**config.mk**
```make
export PLATFORM = sky130hd
export DESIGN_NAME = oric_raster_gen
export DESIGN_NICKNAME = d
export VERILOG_FILES = /design/src/rtl/oric_raster_gen.sv
export SDC_FILE = /design/constraint.sdc
export NUM_CORES = 1
export LEC_CHECK = 0
export BUFFER_PORTS_ARGS = -buffer_cell sky130_fd_sc_hd__buf_4
export CELL_PAD_IN_SITES_DETAIL_PLACEMENT = 1
export CELL_PAD_IN_SITES_GLOBAL_PLACEMENT = 2
export CORE_UTILIZATION = 38
export CTS_BUF_LIST = sky130_fd_sc_hd__clkbuf_2
export DETAILED_ROUTE_END_ITERATION = 6
export PLACE_DENSITY = 0.95
export SLEW_MARGIN = 20
export SYNTH_ARGS = -nofsm -noshare
export SYNTH_HDL_FRONTEND = slang
export SYNTH_SLANG_ARGS = --single-unit
```
**constraint.sdc**
```tcl
create_clock -name CLK -period 4.3 [get_ports CLK]
set_input_delay 0.215 -clock CLK [delete_from_list [all_inputs] [get_ports CLK]]
set_output_delay 0.215 -clock CLK [all_outputs]
set_load 0.05 [all_outputs]
```
**src/rtl/oric_raster_gen.sv**
```systemverilog
// oric_raster_gen: parametrised cell/line/frame raster timing generator for the Oric video path.
// Define RASTER_IRQ_EN to add the raster-line interrupt (IRQ_LINE, IRQ_ACK, IRQ).
module oric_raster_gen #(
  parameter int CELL_CLKS   = 12,
  parameter int H_TOTAL     = 64,
  parameter int H_ACTIVE    = 40,
  parameter int HS_START    = 48,
  parameter int HS_WIDTH    = 4,
  parameter int V_TOTAL_50  = 312,
  parameter int V_TOTAL_60  = 264,
  parameter int V_ACTIVE    = 224,
  parameter int VS_START_50 = 256,
  parameter int VS_START_60 = 236,
  parameter int VS_WIDTH    = 4,
  parameter int FCNT_W      = 5,
  localparam int PW     = (CELL_CLKS > 1) ? $clog2(CELL_CLKS) : 1,
  localparam int HW     = (H_TOTAL > 1) ? $clog2(H_TOTAL) : 1,
  localparam int V_MAX  = (V_TOTAL_50 > V_TOTAL_60) ? V_TOTAL_50 : V_TOTAL_60,
  localparam int V_MIN  = (V_TOTAL_50 < V_TOTAL_60) ? V_TOTAL_50 : V_TOTAL_60,
  localparam int VW     = (V_MAX > 1) ? $clog2(V_MAX) : 1
) (
  input  logic              CLK,
  input  logic              nRESET,
  input  logic              MODE_60HZ,
  output logic [PW-1:0]     CELL_PHASE,
  output logic              CELL_STB,
  output logic [HW-1:0]     HCNT,
  output logic [VW-1:0]     VCNT,
  output logic              LINE_START,
  output logic              FRAME_START,
  output logic              HACTIVE,
  output logic              VACTIVE,
  output logic              ACTIVE,
  output logic              nHSYNC,
  output logic              nVSYNC,
  output logic              nCSYNC,
  output logic              MODE_60HZ_Q,
  output logic [FCNT_W-1:0] FCNT,
`ifdef RASTER_IRQ_EN
  input  logic [VW-1:0]     IRQ_LINE,
  input  logic              IRQ_ACK,
  output logic              IRQ,
`endif
  output logic              BLINK
);

  if (CELL_CLKS < 2) begin : g_chk_cell
    $error("CELL_CLKS must be at least 2");
  end
  if (HS_START + HS_WIDTH > H_TOTAL) begin : g_chk_hs
    $error("hsync window exceeds H_TOTAL");
  end
  if (VS_START_50 + VS_WIDTH > V_TOTAL_50) begin : g_chk_vs50
    $error("50 Hz vsync window exceeds V_TOTAL_50");
  end
  if (VS_START_60 + VS_WIDTH > V_TOTAL_60) begin : g_chk_vs60
    $error("60 Hz vsync window exceeds V_TOTAL_60");
  end
  if (H_ACTIVE > H_TOTAL) begin : g_chk_hact
    $error("H_ACTIVE exceeds H_TOTAL");
  end
  if (V_ACTIVE > V_MIN) begin : g_chk_vact
    $error("V_ACTIVE exceeds the shorter frame total");
  end

  // Window bounds are one bit wider than the counters so an end equal to the total still fits.
  localparam logic [PW-1:0] PH_LAST   = PW'(CELL_CLKS - 1);
  localparam logic [HW-1:0] H_LAST    = HW'(H_TOTAL - 1);
  localparam logic [VW-1:0] V_LAST_50 = VW'(V_TOTAL_50 - 1);
  localparam logic [VW-1:0] V_LAST_60 = VW'(V_TOTAL_60 - 1);
  localparam logic [HW:0]   H_ACT_END = (HW+1)'(H_ACTIVE);
  localparam logic [HW:0]   HS_LO     = (HW+1)'(HS_START);
  localparam logic [HW:0]   HS_HI     = (HW+1)'(HS_START + HS_WIDTH);
  localparam logic [VW:0]   V_ACT_END = (VW+1)'(V_ACTIVE);
  localparam logic [VW:0]   VS_LO_50  = (VW+1)'(VS_START_50);
  localparam logic [VW:0]   VS_HI_50  = (VW+1)'(VS_START_50 + VS_WIDTH);
  localparam logic [VW:0]   VS_LO_60  = (VW+1)'(VS_START_60);
  localparam logic [VW:0]   VS_HI_60  = (VW+1)'(VS_START_60 + VS_WIDTH);

  logic              phase_wrap_p0, h_wrap_p0, v_wrap_p0;
  logic [PW-1:0]     phase_p0;
  logic [HW-1:0]     hcnt_p0;
  logic [VW-1:0]     vcnt_p0;
  logic [FCNT_W-1:0] fcnt_p0;
  logic              mode_p0;
  logic              line_start_p0, frame_start_p0;
  logic              hact_p0, vact_p0, hs_on_p0, vs_on_p0;
  logic [VW:0]       vs_lo_p0, vs_hi_p0;

  // Stage 0: next-state counters and the flags that describe them.
  always_comb begin
    phase_wrap_p0 = (CELL_PHASE == PH_LAST);
    h_wrap_p0     = phase_wrap_p0 && (HCNT == H_LAST);
    v_wrap_p0     = h_wrap_p0 && (VCNT == (MODE_60HZ_Q ? V_LAST_60 : V_LAST_50));

    phase_p0 = phase_wrap_p0 ? '0 : CELL_PHASE + 1'b1;
    hcnt_p0  = HCNT;
    if (phase_wrap_p0) hcnt_p0 = (HCNT == H_LAST) ? '0 : HCNT + 1'b1;
    vcnt_p0  = VCNT;
    if (h_wrap_p0) vcnt_p0 = v_wrap_p0 ? '0 : VCNT + 1'b1;

    // The requested mode is only taken at a frame wrap so frames are never cut short.
    mode_p0 = v_wrap_p0 ? MODE_60HZ : MODE_60HZ_Q;
    fcnt_p0 = v_wrap_p0 ? FCNT + 1'b1 : FCNT;

    vs_lo_p0 = mode_p0 ? VS_LO_60 : VS_LO_50;
    vs_hi_p0 = mode_p0 ? VS_HI_60 : VS_HI_50;

    line_start_p0  = (phase_p0 == '0) && (hcnt_p0 == '0);
    frame_start_p0 = line_start_p0 && (vcnt_p0 == '0);
    hact_p0  = ({1'b0, hcnt_p0} < H_ACT_END);
    vact_p0  = ({1'b0, vcnt_p0} < V_ACT_END);
    hs_on_p0 = ({1'b0, hcnt_p0} >= HS_LO) && ({1'b0, hcnt_p0} < HS_HI);
    vs_on_p0 = ({1'b0, vcnt_p0} >= vs_lo_p0) && ({1'b0, vcnt_p0} < vs_hi_p0);
  end

  // Stage 1: registered counters and flags, aligned with each other.
  always_ff @(posedge CLK or negedge nRESET) begin
    if (!nRESET) begin
      CELL_PHASE  <= '0;
      CELL_STB    <= 1'b0;
      HCNT        <= '0;
      VCNT        <= '0;
      FCNT        <= '0;
      MODE_60HZ_Q <= 1'b0;
      LINE_START  <= 1'b0;
      FRAME_START <= 1'b0;
      HACTIVE     <= 1'b1;
      VACTIVE     <= 1'b1;
      ACTIVE      <= 1'b1;
      nHSYNC      <= 1'b1;
      nVSYNC      <= 1'b1;
      nCSYNC      <= 1'b1;
    end else begin
      CELL_PHASE  <= phase_p0;
      CELL_STB    <= (phase_p0 == PH_LAST);
      HCNT        <= hcnt_p0;
      VCNT        <= vcnt_p0;
      FCNT        <= fcnt_p0;
      MODE_60HZ_Q <= mode_p0;
      LINE_START  <= line_start_p0;
      FRAME_START <= frame_start_p0;
      HACTIVE     <= hact_p0;
      VACTIVE     <= vact_p0;
      ACTIVE      <= hact_p0 && vact_p0;
      nHSYNC      <= !hs_on_p0;
      nVSYNC      <= !vs_on_p0;
      nCSYNC      <= !hs_on_p0 && !vs_on_p0;
    end
  end

  assign BLINK = FCNT[FCNT_W-1];

`ifdef RASTER_IRQ_EN
  // A new set outranks an acknowledge arriving in the same cycle.
  always_ff @(posedge CLK or negedge nRESET) begin
    if (!nRESET) begin
      IRQ <= 1'b0;
    end else begin
      IRQ <= (line_start_p0 && (vcnt_p0 == IRQ_LINE)) || (IRQ && !IRQ_ACK);
    end
  end
`endif

endmodule

```
# Yosys cells after proc, flatten, opt, wreduce, memory -nomap -nowiden

Cells that the tools add are included.

Muxes and demuxes: 9
Eq/ne operators: 4
Add/subtract/negate cells: 4
$lt $le $gt $ge: 6
Reductions and logical operators: 13

Operators by type and width:

| kind                | number |
|---|---|
| $mux 9              | 4 |
| $mux 6              | 3 |
| $lt 6x6->1 const B  | 2 |
| $add 9x1->9 const B | 1 |
| $eq 9x9->1          | 1 |
| $ge 9x9->1          | 1 |
| $logic_not 9->1     | 1 |
| $lt 9x8->1 const B  | 1 |
| $lt 9x9->1          | 1 |
| $eq 4x4->1 const B  | 2 |
| $logic_and 1x1->1   | 8 |
| $add 6x1->6 const B | 1 |
| $eq 6x6->1 const B  | 1 |
| $ge 6x6->1 const B  | 1 |
| $logic_not 6->1     | 1 |
| $add 5x1->5 const B | 1 |
| $add 4x1->4 const B | 1 |
| $logic_not 4->1     | 1 |
| $mux 4              | 1 |
| $logic_not 1->1     | 2 |
| $mux 1              | 1 |

Logic and storage cells: 50
Output and inout port bits: 35
Bits in registers: 34
Input bits: 3

# Depth between registers and ports, before layout

Gate-level depths: netlist (run 1).

Depth after elaboration: 9
Depth in mapped cells: 13
Depth with buffers taken out: 12

# Least setup slack after synthesis (run 1)

OpenSTA, ideal clock, no wires.

Path type: register to register
Start point: register HCNT[0]
End point: register nCSYNC
Buffers on the path: 1
Arrival time: 3.077 ns
Library setup time: 0.101 ns
Clock period less this slack: 3.178 ns
Data required time: 4.199 ns
Path slack: 1.122 ns
Stages on the path, launching flop included: 14
Path through: dfrtp_1 -> ha_1 -> nand4b_4 -> nor2_2 -> and2_1 -> buf_4 -> nand2_1 -> nand2_1 -> inv_1 -> ha_1 -> nor2b_1 -> nor4b_1 -> nor4b_1 -> a32oi_1

Cells in the longest elaborated chain, start to end: 9
Elaborated cells between the ends (all ways): 20
Those cells by class: add/sub (1); order compare (4); eq/ne (1); mux (7); reduce/logical (7)

Ends and longest elaborated chain:

| what                                     | RTL line | text |
|---|---|---|
| from (decl)                              | 27       | `output logic [HW-1:0] HCNT,` |
| from (signal assigned)                   | 137      | `HCNT <= hcnt_p0;` |
| $eq 6x6->1 (*)                           | 93       | `h_wrap_p0 = phase_wrap_p0 && (HCNT == H_LAST);` |
| $logic_and 1x1->1 (*)                    | 93       |  |
| $logic_and 1x1->1 (*)                    | 94       | `v_wrap_p0 = h_wrap_p0 && (VCNT == (MODE_60HZ_Q ? V_LAST_60 : V_LAST_50));` |
| $mux 1 (*)                               | 103      | `mode_p0 = v_wrap_p0 ? MODE_60HZ : MODE_60HZ_Q;` |
| via mode_p0                              | 85       | `logic mode_p0;` |
| $mux 9 (on tied branches)                | 106, 107 |  |
| $ge 9x9->1 or $lt 9x9->1 (tied branches) | 114      | `vs_on_p0 = ({1'b0, vcnt_p0} >= vs_lo_p0) && ({1'b0, vcnt_p0} < vs_hi_p0);` |
| $logic_and 1x1->1 (*)                    | 114      |  |
| $logic_not 1->1 (*)                      | 148      | `nCSYNC <= !hs_on_p0 && !vs_on_p0;` |
| $logic_and 1x1->1 (*)                    | 148      |  |
| to (signal assigned)                     | 148      |  |
| to (decl)                                | 36       | `output logic nCSYNC,` |

The timed path passes the listed nets; every way through them passes the cells marked *.
A chain may end at the register's enable or synchronous reset.

# Worst setup path in the final report (run 1)

Ends and elaborated chain as after synthesis.

==> results of run 1 <==
flip-flops by register name, summed over array words and instances, names as in the netlist:
register / count
ACTIVE: 1
CELL_PHASE: 4
CELL_STB: 1
FCNT: 5
FRAME_START: 1
HACTIVE: 1
HCNT: 6
LINE_START: 1
MODE_60HZ_Q: 1
VACTIVE: 1
VCNT: 9
nCSYNC: 1
nHSYNC: 1
nVSYNC: 1
area by class of cell:
class | count | area [um2]
well taps | 70 | 87.6
flip-flops and latches | 34 | 858
fillers | 594 | 2730
multi-input cells | 147 | 1030
inverters | 10 | 37.5
clock inverters | 2 | 8.76
clock buffers | 6 | 30.0
repair buffers | 38 | 288
metrics by stage:
stage | utilization [%] | instances | total power (W) | cell area, um2 | hold WS (ns)
after global routing | 46.2 | 307 | 0.000499 | 2340 | 0.120
after global placement | 45.2 | 298 | 0.000334 | 2290 | 0.184
after floorplan | - | 201 | 0.000326 | 2000 | -0.0806
after detailed placement | 45.2 | 298 | 0.000334 | 2290 | 0.198
final | 46.2 | 307 | 0.000480 | 2340 | 0.110
after CTS | 46.2 | 307 | 0.000490 | 2340 | 0.0891
path summary, 6_finish.rpt:
kind	startpoint	endpoint	cells after the start	slack [ns]
max reg2reg	HCNT[0]$_DFF_PN0_	nCSYNC$_DFF_PN1_	12	0.94
min in group asynchronous	nRESET	HCNT[0]$_DFF_PN0_	2	0.26
max	HCNT[0]$_DFF_PN0_	nCSYNC$_DFF_PN1_	12	0.94
min reg2reg	FCNT[3]$_DFFE_PN0P_	FCNT[3]$_DFFE_PN0P_	1	0.51
min	MODE_60HZ	MODE_60HZ_Q$_DFF_PN0_	3	0.11
max in group asynchronous	nRESET	VACTIVE$_DFF_PN1_	2	3.65
cells in the mapped netlist (2+ instances only):
library cell,count,area [um2]
sky130_fd_sc_hd__a21oi_1,5,25.0
sky130_fd_sc_hd__nand4_1,6,37.5
sky130_fd_sc_hd__o21ai_0,15,75.1
sky130_fd_sc_hd__buf_4,2,15.0
sky130_fd_sc_hd__nand2b_1,3,18.8
sky130_fd_sc_hd__ha_1,13,163
sky130_fd_sc_hd__xnor2_1,7,61.3
sky130_fd_sc_hd__nand2_1,23,86.3
sky130_fd_sc_hd__nor2_1,12,45.0
sky130_fd_sc_hd__nand3_1,9,45.0
sky130_fd_sc_hd__inv_1,10,37.5
sky130_fd_sc_hd__dfstp_2,6,158
sky130_fd_sc_hd__dfrtp_1,28,701
sky130_fd_sc_hd__nor2_4,2,22.5
sky130_fd_sc_hd__or3_1,2,12.5
sky130_fd_sc_hd__or2_1,2,12.5
sky130_fd_sc_hd__nor2b_1,4,25.0
sky130_fd_sc_hd__o22ai_1,2,12.5
sky130_fd_sc_hd__nor3b_1,3,22.5
sky130_fd_sc_hd__o31ai_1,3,22.5
sky130_fd_sc_hd__xor2_1,5,43.8
sky130_fd_sc_hd__nor4_1,2,12.5
sky130_fd_sc_hd__nor4b_1,5,43.8
sky130_fd_sc_hd__buf_2,4,20.0
sky130_fd_sc_hd__buf_6,2,22.5
report_power, final:
group | internal (W) | switching, W | leakage, nW | total [W]
sequential | 0.000320 | 0 | 0.440 | 0.000320
clock | 0.0000400 | 0.000112 | 0.0304 | 0.000152
combinational | 0.00000178 | 0.00000643 | 0.702 | 0.00000821
kinds of logic (layout without fill, tap and decap cells):
| family | count (synthesis) | after routing |
|---|---|---|
| buffers and inverters | 20 | 56 |
| adders and majority gates | 13 | 13 |
| xor gates and xnor gates | 13 | 13 |
| DFF | 34 | 34 |
| AOI/OAI and AO/OA | 32 | 32 |
| muxes | 1 | 1 |
| and+or+nand+nor | 88 | 88 |
per-layer routing:
layer	vias up	global-route usage, %
met3	5	4.20
li1	783	-
met5	-	0
met1	776	27.8
met2	34	30.0
met4	0	7.55
worst reg2reg max path: cells and delay by family, from the launching register on:
family          cells  cell delay, ns
flops               1            0.54
simple gates        8            1.80
compound gates      1            0.15
fa+ha+maj           2            0.66
buf+inv             1            0.14
repair_timing:
item,CTS,global route
hold endpoints to repair,28,0
hold buffers,1,0
setup buffers,0,0
==> run_results.csv, run 1 <==
group,metric,value,unit
timing,worst_pin_slew,0.698,ns
cells_and_area,commonest_non_fill_non_tap_cell_in_the_layout,"sky130_fd_sc_hd__buf_4",
global_route,grt_util_all_layers,19.8,%
die,io_pins,38,
critical_path,crit_family,"simple AND/OR/NAND/NOR gates",
die,die_footprint,0.00555,mm2
critical_path,worstSetupStartpointType,"flop",
yosys,post_synthesis_instance_area,0.00200,mm2
run_status,status,"complete, no violations",
clock_network,post_cts.resized_instances,0,
cells_and_area,layout.cells.most_common_list,"37 x sky130_fd_sc_hd__buf_4, 28 x sky130_fd_sc_hd__dfrtp_1, 23 x sky130_fd_sc_hd__nand2_1",
yosys,yosysSeqAreaShare,43.0,%
critical_path,crit_path_arrival_time,3.68,ns
die,initial_core_utilization,39.3,%
yosys,postSynthNetCount,217,
yosys,number_of_flops_mapped_to_enable_cells_by_yosys,0,
critical_path,criticalPathCategory,"flop to flop",
routing,wl_met2,2.22,mm
timing,setup_total_negative_slack,0,ns
clock_network,clk-insertion-delay-late,0.40,ns
cells_and_area,num-nets-final,252,
timing,final.min_clock_period,3.36,ns
critical_path,worst_path_max_delay_cell,"sky130_fd_sc_hd__dfrtp_1",
critical_path,worstPathMaxFanout,9,
routing,post_drt_wl_per_cell,15.9,um
critical_path,timing.critical_path.cells,"ha_1 -> nand4b_4 -> nor2_2 -> and2_1 -> nand2_1 -> nand2_1 -> inv_1 -> ha_1 -> nor2b_1 -> nor4b_1 -> nor4b_1 -> a32oi_1",
yosys,gate_count_after_technology_mapping,201,
yosys,simple_logic_cell_fraction_of_the_synthesized_area,27.1,%
clock_network,worst_setup_hold_path_clk_slew,0.19,ns
yosys,yosys-mux-area-fraction,0.564,%
timing,skew,0.0335,ns
clock_network,cts-buffers-inserted,5,
routing,detail_route.vias_per_cell,5.21,
yosys,number_of_different_library_cells_in_the_post_synthesis_netlist,51,
timing,setup_violations,0,
yosys,synth_seq_cells,34,
critical_path,cp.required,4.62,ns
yosys,synth-main-ff-cell,"sky130_fd_sc_hd__dfrtp_1",
placement,place_ws,0.976,ns
placement,gpl.final_weighted_congestion,0.798,
clock_network,root_buffer,"sky130_fd_sc_hd__clkbuf_2",
run,timing.max_cap.violations,0,
cells_and_area,post_route_cells_drive_above_1_share,25.7,%
global_route,antenna_found_initial,0,
power,powerDensity,205,mW/mm2
timing,max_freq,298,MHz
die,die_w,74.5,um
clock_network,numClockSinks,34,
timing,hold_violations_final,0,
placement,dp_hpwl,3.64,mm
hold_path,hold_path.class,"input pin to flop",
routing,postRouteWirelength,4.87,mm
routing,routed.top_layer,"met4",
yosys,synthArstFlopShare,100,%
die,die_height,74.5,um
power,leakage,1.17,nW
timing,drv_slew,0,
yosys,yosys_warnings,0,
clock_network,cts_tree,"yes",
global_route,overflow,0,
critical_path,worstSetupEndpointType,"flop",
die,placement_rows,26,
timing,timing.slew.headroom,53.0,%
clock_network,cts-root-to-sink-buffers,2,
routing,dr_total_vias,1598,
routing,detail_route.first_pass.iterations,6,
placement,portBuffers,37,
yosys,post_synthesis_xor_xnor_area_fraction,6.08,%
die,core,0.00507,mm2
power,ir_worst_vdd,84.9,uV
routing,met3_wirelength,179,um
yosys,synthesis.area_per_instance,9.93,um2
timing,finalCritPeriodShare,78.1,%
routing,drc,0,
global_route,pin_count_of_the_biggest_net_entering_global_routing,35,
timing,rsz0062_at_grt,"false",
yosys,yosys.area_share.adder,8.15,%
timing,setup_ws,0.942,ns
global_route,grt_first_pass_wirelength,8.14,mm
yosys,synth_compound_gate_area_share,9.91,%
routing,routed_metal_1_wire_length,2.40,mm
cells_and_area,flow.area_growth_from_synthesis,17.4,%
critical_path,critical_path.max_stage_delay,0.54,ns
critical_path,cp.buffers_inverters,1,
routing,drtAntennaViolNets,0,
cells_and_area,insertedDiodeCount,0,
yosys,synth_top_family_by_area,"simple AND/OR/NAND/NOR gates",
clock_network,h-tree-depth,2,
global_route,grt_pass1_vias,1603,
routing,initialDrtViolationCount,81,
(Power assumes the default switching activity.)
==> run 2, diff against run 1 <==
--- a/config.mk
+++ b/config.mk
@@ -5,13 +5,14 @@
 export SDC_FILE = /design/constraint.sdc
 export NUM_CORES = 1
 export LEC_CHECK = 0
+export ABC_AREA = 1
 export BUFFER_PORTS_ARGS = -buffer_cell sky130_fd_sc_hd__buf_4
 export CELL_PAD_IN_SITES_DETAIL_PLACEMENT = 1
 export CELL_PAD_IN_SITES_GLOBAL_PLACEMENT = 2
-export CORE_UTILIZATION = 38
+export CORE_UTILIZATION = 30
 export CTS_BUF_LIST = sky130_fd_sc_hd__clkbuf_2
 export DETAILED_ROUTE_END_ITERATION = 6
-export PLACE_DENSITY = 0.95
+export PLACE_DENSITY = 0.87
 export SLEW_MARGIN = 20
 export SYNTH_ARGS = -nofsm -noshare
 export SYNTH_HDL_FRONTEND = slang
==> constraint.sdc (replaced) <==
create_clock -name CLK -period 2.95 [get_ports CLK]
set_input_delay 0.1475 -clock CLK [delete_from_list [all_inputs] [get_ports CLK]]
set_output_delay 0.1475 -clock CLK [all_outputs]
set_load 0.05 [all_outputs]
==> run_results.csv, run 2 <==
group,metric,value,unit
cells_and_area,finalCoreUtilization,39.0,%
routing,detail_route.first_pass.iterations,2,
routing,dr_total_vias,1699,
yosys,postSynthNetCount,264,
die,die_height,83.3,um
cells_and_area,post_route_cells_drive_above_1_share,26.4,%
routing,post_drt_wl_per_cell,12.9,um
timing,hold_violations_final,0,
clock_network,cts_tree,"yes",
timing,timing.slew.headroom,71.2,%
cells_and_area,num-nets-final,311,
cells_and_area,commonest_non_fill_non_tap_cell_in_the_layout,"sky130_fd_sc_hd__nand2_1",
critical_path,worstSetupEndpointType,"flop",
timing,drv_slew,0,
yosys,synth_seq_cells,34,
cells_and_area,register_area,861,um2
cells_and_area,layoutNonFillerInstCount,373,
timing,final.min_clock_period,2.59,ns
run_status,status,"complete, no violations",
power,ir_worst_vdd,212,uV
global_route,antenna_found_initial,0,
critical_path,criticalPathCategory,"flop to flop",
yosys,synth.most_common_cell,"sky130_fd_sc_hd__nand2_1",
timing,worst_pin_slew,0.432,ns
critical_path,worstSetupStartpointType,"flop",
cells_and_area,largest_register_ffs,9,
yosys,gate_count_after_technology_mapping,248,
cells_and_area,largest_registers,"VCNT (9), HCNT (6), FCNT (5)",
cells_and_area,layout.cells.most_common_list,"55 x sky130_fd_sc_hd__nand2_1, 49 x sky130_fd_sc_hd__inv_1, 42 x sky130_fd_sc_hd__buf_4",
cells_and_area,layout.cell_area.non_filler,0.00248,mm2
run,timing.max_cap.violations,0,
critical_path,worstPathMaxFanout,6,
cells_and_area,registers.top_by_ff_count,"VCNT",
cells_and_area,insertedDiodeCount,0,
cells_and_area,multi_input_area,906,um2
clock_network,cts-root-to-sink-buffers,2,
clock_network,root_buffer,"sky130_fd_sc_hd__clkbuf_2",
placement,portBuffers,37,
timing,setup_total_negative_slack,0,ns
timing,max_freq,386,MHz
placement,dp_hpwl,3.85,mm
routing,drc,0,
cells_and_area,fillCellCount,786,
die,initial_core_utilization,31.2,%
routing,initialDrtViolationCount,32,
clock_network,clk-insertion-delay-late,0.38,ns
yosys,yosysSeqAreaShare,43.3,%
yosys,post-synth-top-area-fraction,35.3,%
global_route,pin_count_of_the_biggest_net_entering_global_routing,35,
clock_network,h-tree-depth,2,
yosys,number_of_flops_mapped_to_enable_cells_by_yosys,0,
global_route,overflow,0,
global_route,grt_pass1_vias,1774,
routing,drtAntennaViolNets,0,
global_route,grt_util_all_layers,15.3,%
yosys,yosys-top-cells-count,"55 x sky130_fd_sc_hd__nand2_1, 49 x sky130_fd_sc_hd__inv_1, 28 x sky130_fd_sc_hd__dfrtp_1",
yosys,post_synthesis_instance_area,0.00198,mm2
yosys,synth-main-ff-cell,"sky130_fd_sc_hd__dfrtp_1",
global_route,grt_first_pass_wirelength,8.51,mm
timing,rsz0062_at_grt,"false",
placement,postPlaceCellArea,0.00237,mm2
power,leakage,1.36,nW
routing,detail_route.vias_per_cell,4.55,
placement,dpl.cell_count,364,
yosys,number_of_different_library_cells_in_the_post_synthesis_netlist,29,
clock_network,cts-buffers-inserted,5,
power,powerDensity,364,mW/mm2
hold_path,hold_path.class,"input pin to flop",
clock_network,numClockSinks,34,
die,core,0.00635,mm2
die,die_footprint,0.00694,mm2
timing,skew,0.0196,ns
cells_and_area,flow.area_growth_from_synthesis,24.9,%
die,io_pins,38,
critical_path,crit_path_arrival_time,2.94,ns
yosys,yosys_warnings,0,
clock_network,worst_setup_hold_path_clk_slew,0.19,ns
yosys,cells_taking_the_most_area_after_synthesis,"sky130_fd_sc_hd__dfrtp_1 35%, sky130_fd_sc_hd__nand2_1 10%, sky130_fd_sc_hd__inv_1 9.3%",
die,placement_rows,29,
placement,gpl.final_weighted_congestion,0.755,
die,die_w,83.3,um
yosys,synthesis.area_per_instance,8.00,um2
timing,finalCritPeriodShare,87.9,%
yosys,synthArstFlopShare,100,%
yosys,synth.largest_area_cell,"sky130_fd_sc_hd__dfrtp_1",
critical_path,cp.required,3.30,ns
routing,postRouteWirelength,4.80,mm
timing,setup_violations,0,
[run 2: repair_timing]
item / in CTS / in global routing
endpoints found under the setup margin: 0 / 1
hold endpoints to repair: 34 / 0
resized for setup: 0 / 1
hold buffers: 1 / 0
setup buffers: 0 / 0
[run 2: where the power goes]
group	internal, W	total (W)	switching (W)
combinational	0.00000999	0.0000328	0.0000228
sequential	0.000468	0.000469	0.00000102
clock	0.000230	0.000401	0.000170
[run 2: worst paths after layout]
kind                                           from                     to  slack [ns]  cells past startpoint
worst min-delay path                      MODE_60HZ  MODE_60HZ_Q$_DFF_PN0_        0.18                      4
worst max register to register    HCNT[0]$_DFF_PN0_       nCSYNC$_DFF_PN1_        0.36                     16
max in group asynchronous                    nRESET       ACTIVE$_DFF_PN1_        2.40                      2
min in group asynchronous                    nRESET      VCNT[7]$_DFF_PN0_        0.21                      2
worst max-delay path              HCNT[0]$_DFF_PN0_       nCSYNC$_DFF_PN1_        0.36                     16
worst min register to register  FCNT[4]$_DFFE_PN0P_    FCNT[4]$_DFFE_PN0P_        0.52                      1
[run 2: through the flow]
| stage | setup slack (ns) | total power, W | hold WS [ns] |
|---|---|---|---|
| floorplan | 0.0103 | 0.000492 | -0.148 |
| global placement | 0.342 | 0.000510 | 0.126 |
| detailed placement | 0.252 | 0.000510 | 0.125 |
| CTS | 0.251 | 0.000919 | 0.164 |
| global route | 0.0562 | 0.000944 | 0.183 |
| finish | 0.357 | 0.000903 | 0.183 |
[run 2: layout make-up]
cell class                      instances  area share (%)
Clock buffer                            5            1.01
Clock inverter                          3            2.78
Inverter                               52            7.88
Multi-Input combinational cell        159            36.6
Sequential cell                        34            34.7
Tap cell                               77            3.89
Timing Repair Buffer                   43            13.1
[run 2: cells by family after synthesis]
logic type	share of synthesized area (%)
compound gates	3.47
xor+xnor	2.65
fa+ha+maj	8.20
buf+inv	11.4
flops	43.3
simple gates	31.0
[run 2: routing by layer]
metal | GRT usage (%) | routed length (um) | vias to the layer above | part of all wire [%]
met5 | 0 | 0 | - | 0
met4 | 4.70 | 66 | 0 | 1.4
met3 | 1.89 | 102 | 6 | 2.1
met2 | 25.4 | 2260 | 18 | 47
met1 | 20.9 | 2370 | 812 | 49
li1 | - | - | 863 | -
[run 2: worst max-delay path, cell delays in order, from the launching register on]
cell and delay, ns:
sky130_fd_sc_hd__dfrtp_2 0.43, sky130_fd_sc_hd__ha_1 0.20, sky130_fd_sc_hd__inv_1 0.07, sky130_fd_sc_hd__nor2_2 0.12, sky130_fd_sc_hd__nand2_1 0.09, sky130_fd_sc_hd__nor2_2 0.18, sky130_fd_sc_hd__nand3_4 0.15, sky130_fd_sc_hd__inv_1 0.12
sky130_fd_sc_hd__nor2_1 0.04, sky130_fd_sc_hd__nor2_1 0.12, sky130_fd_sc_hd__inv_1 0.13, sky130_fd_sc_hd__ha_1 0.33, sky130_fd_sc_hd__a22o_1 0.22, sky130_fd_sc_hd__nor4_2 0.16, sky130_fd_sc_hd__nand3_2 0.11, sky130_fd_sc_hd__nand2_1 0.07
sky130_fd_sc_hd__inv_1 0.04
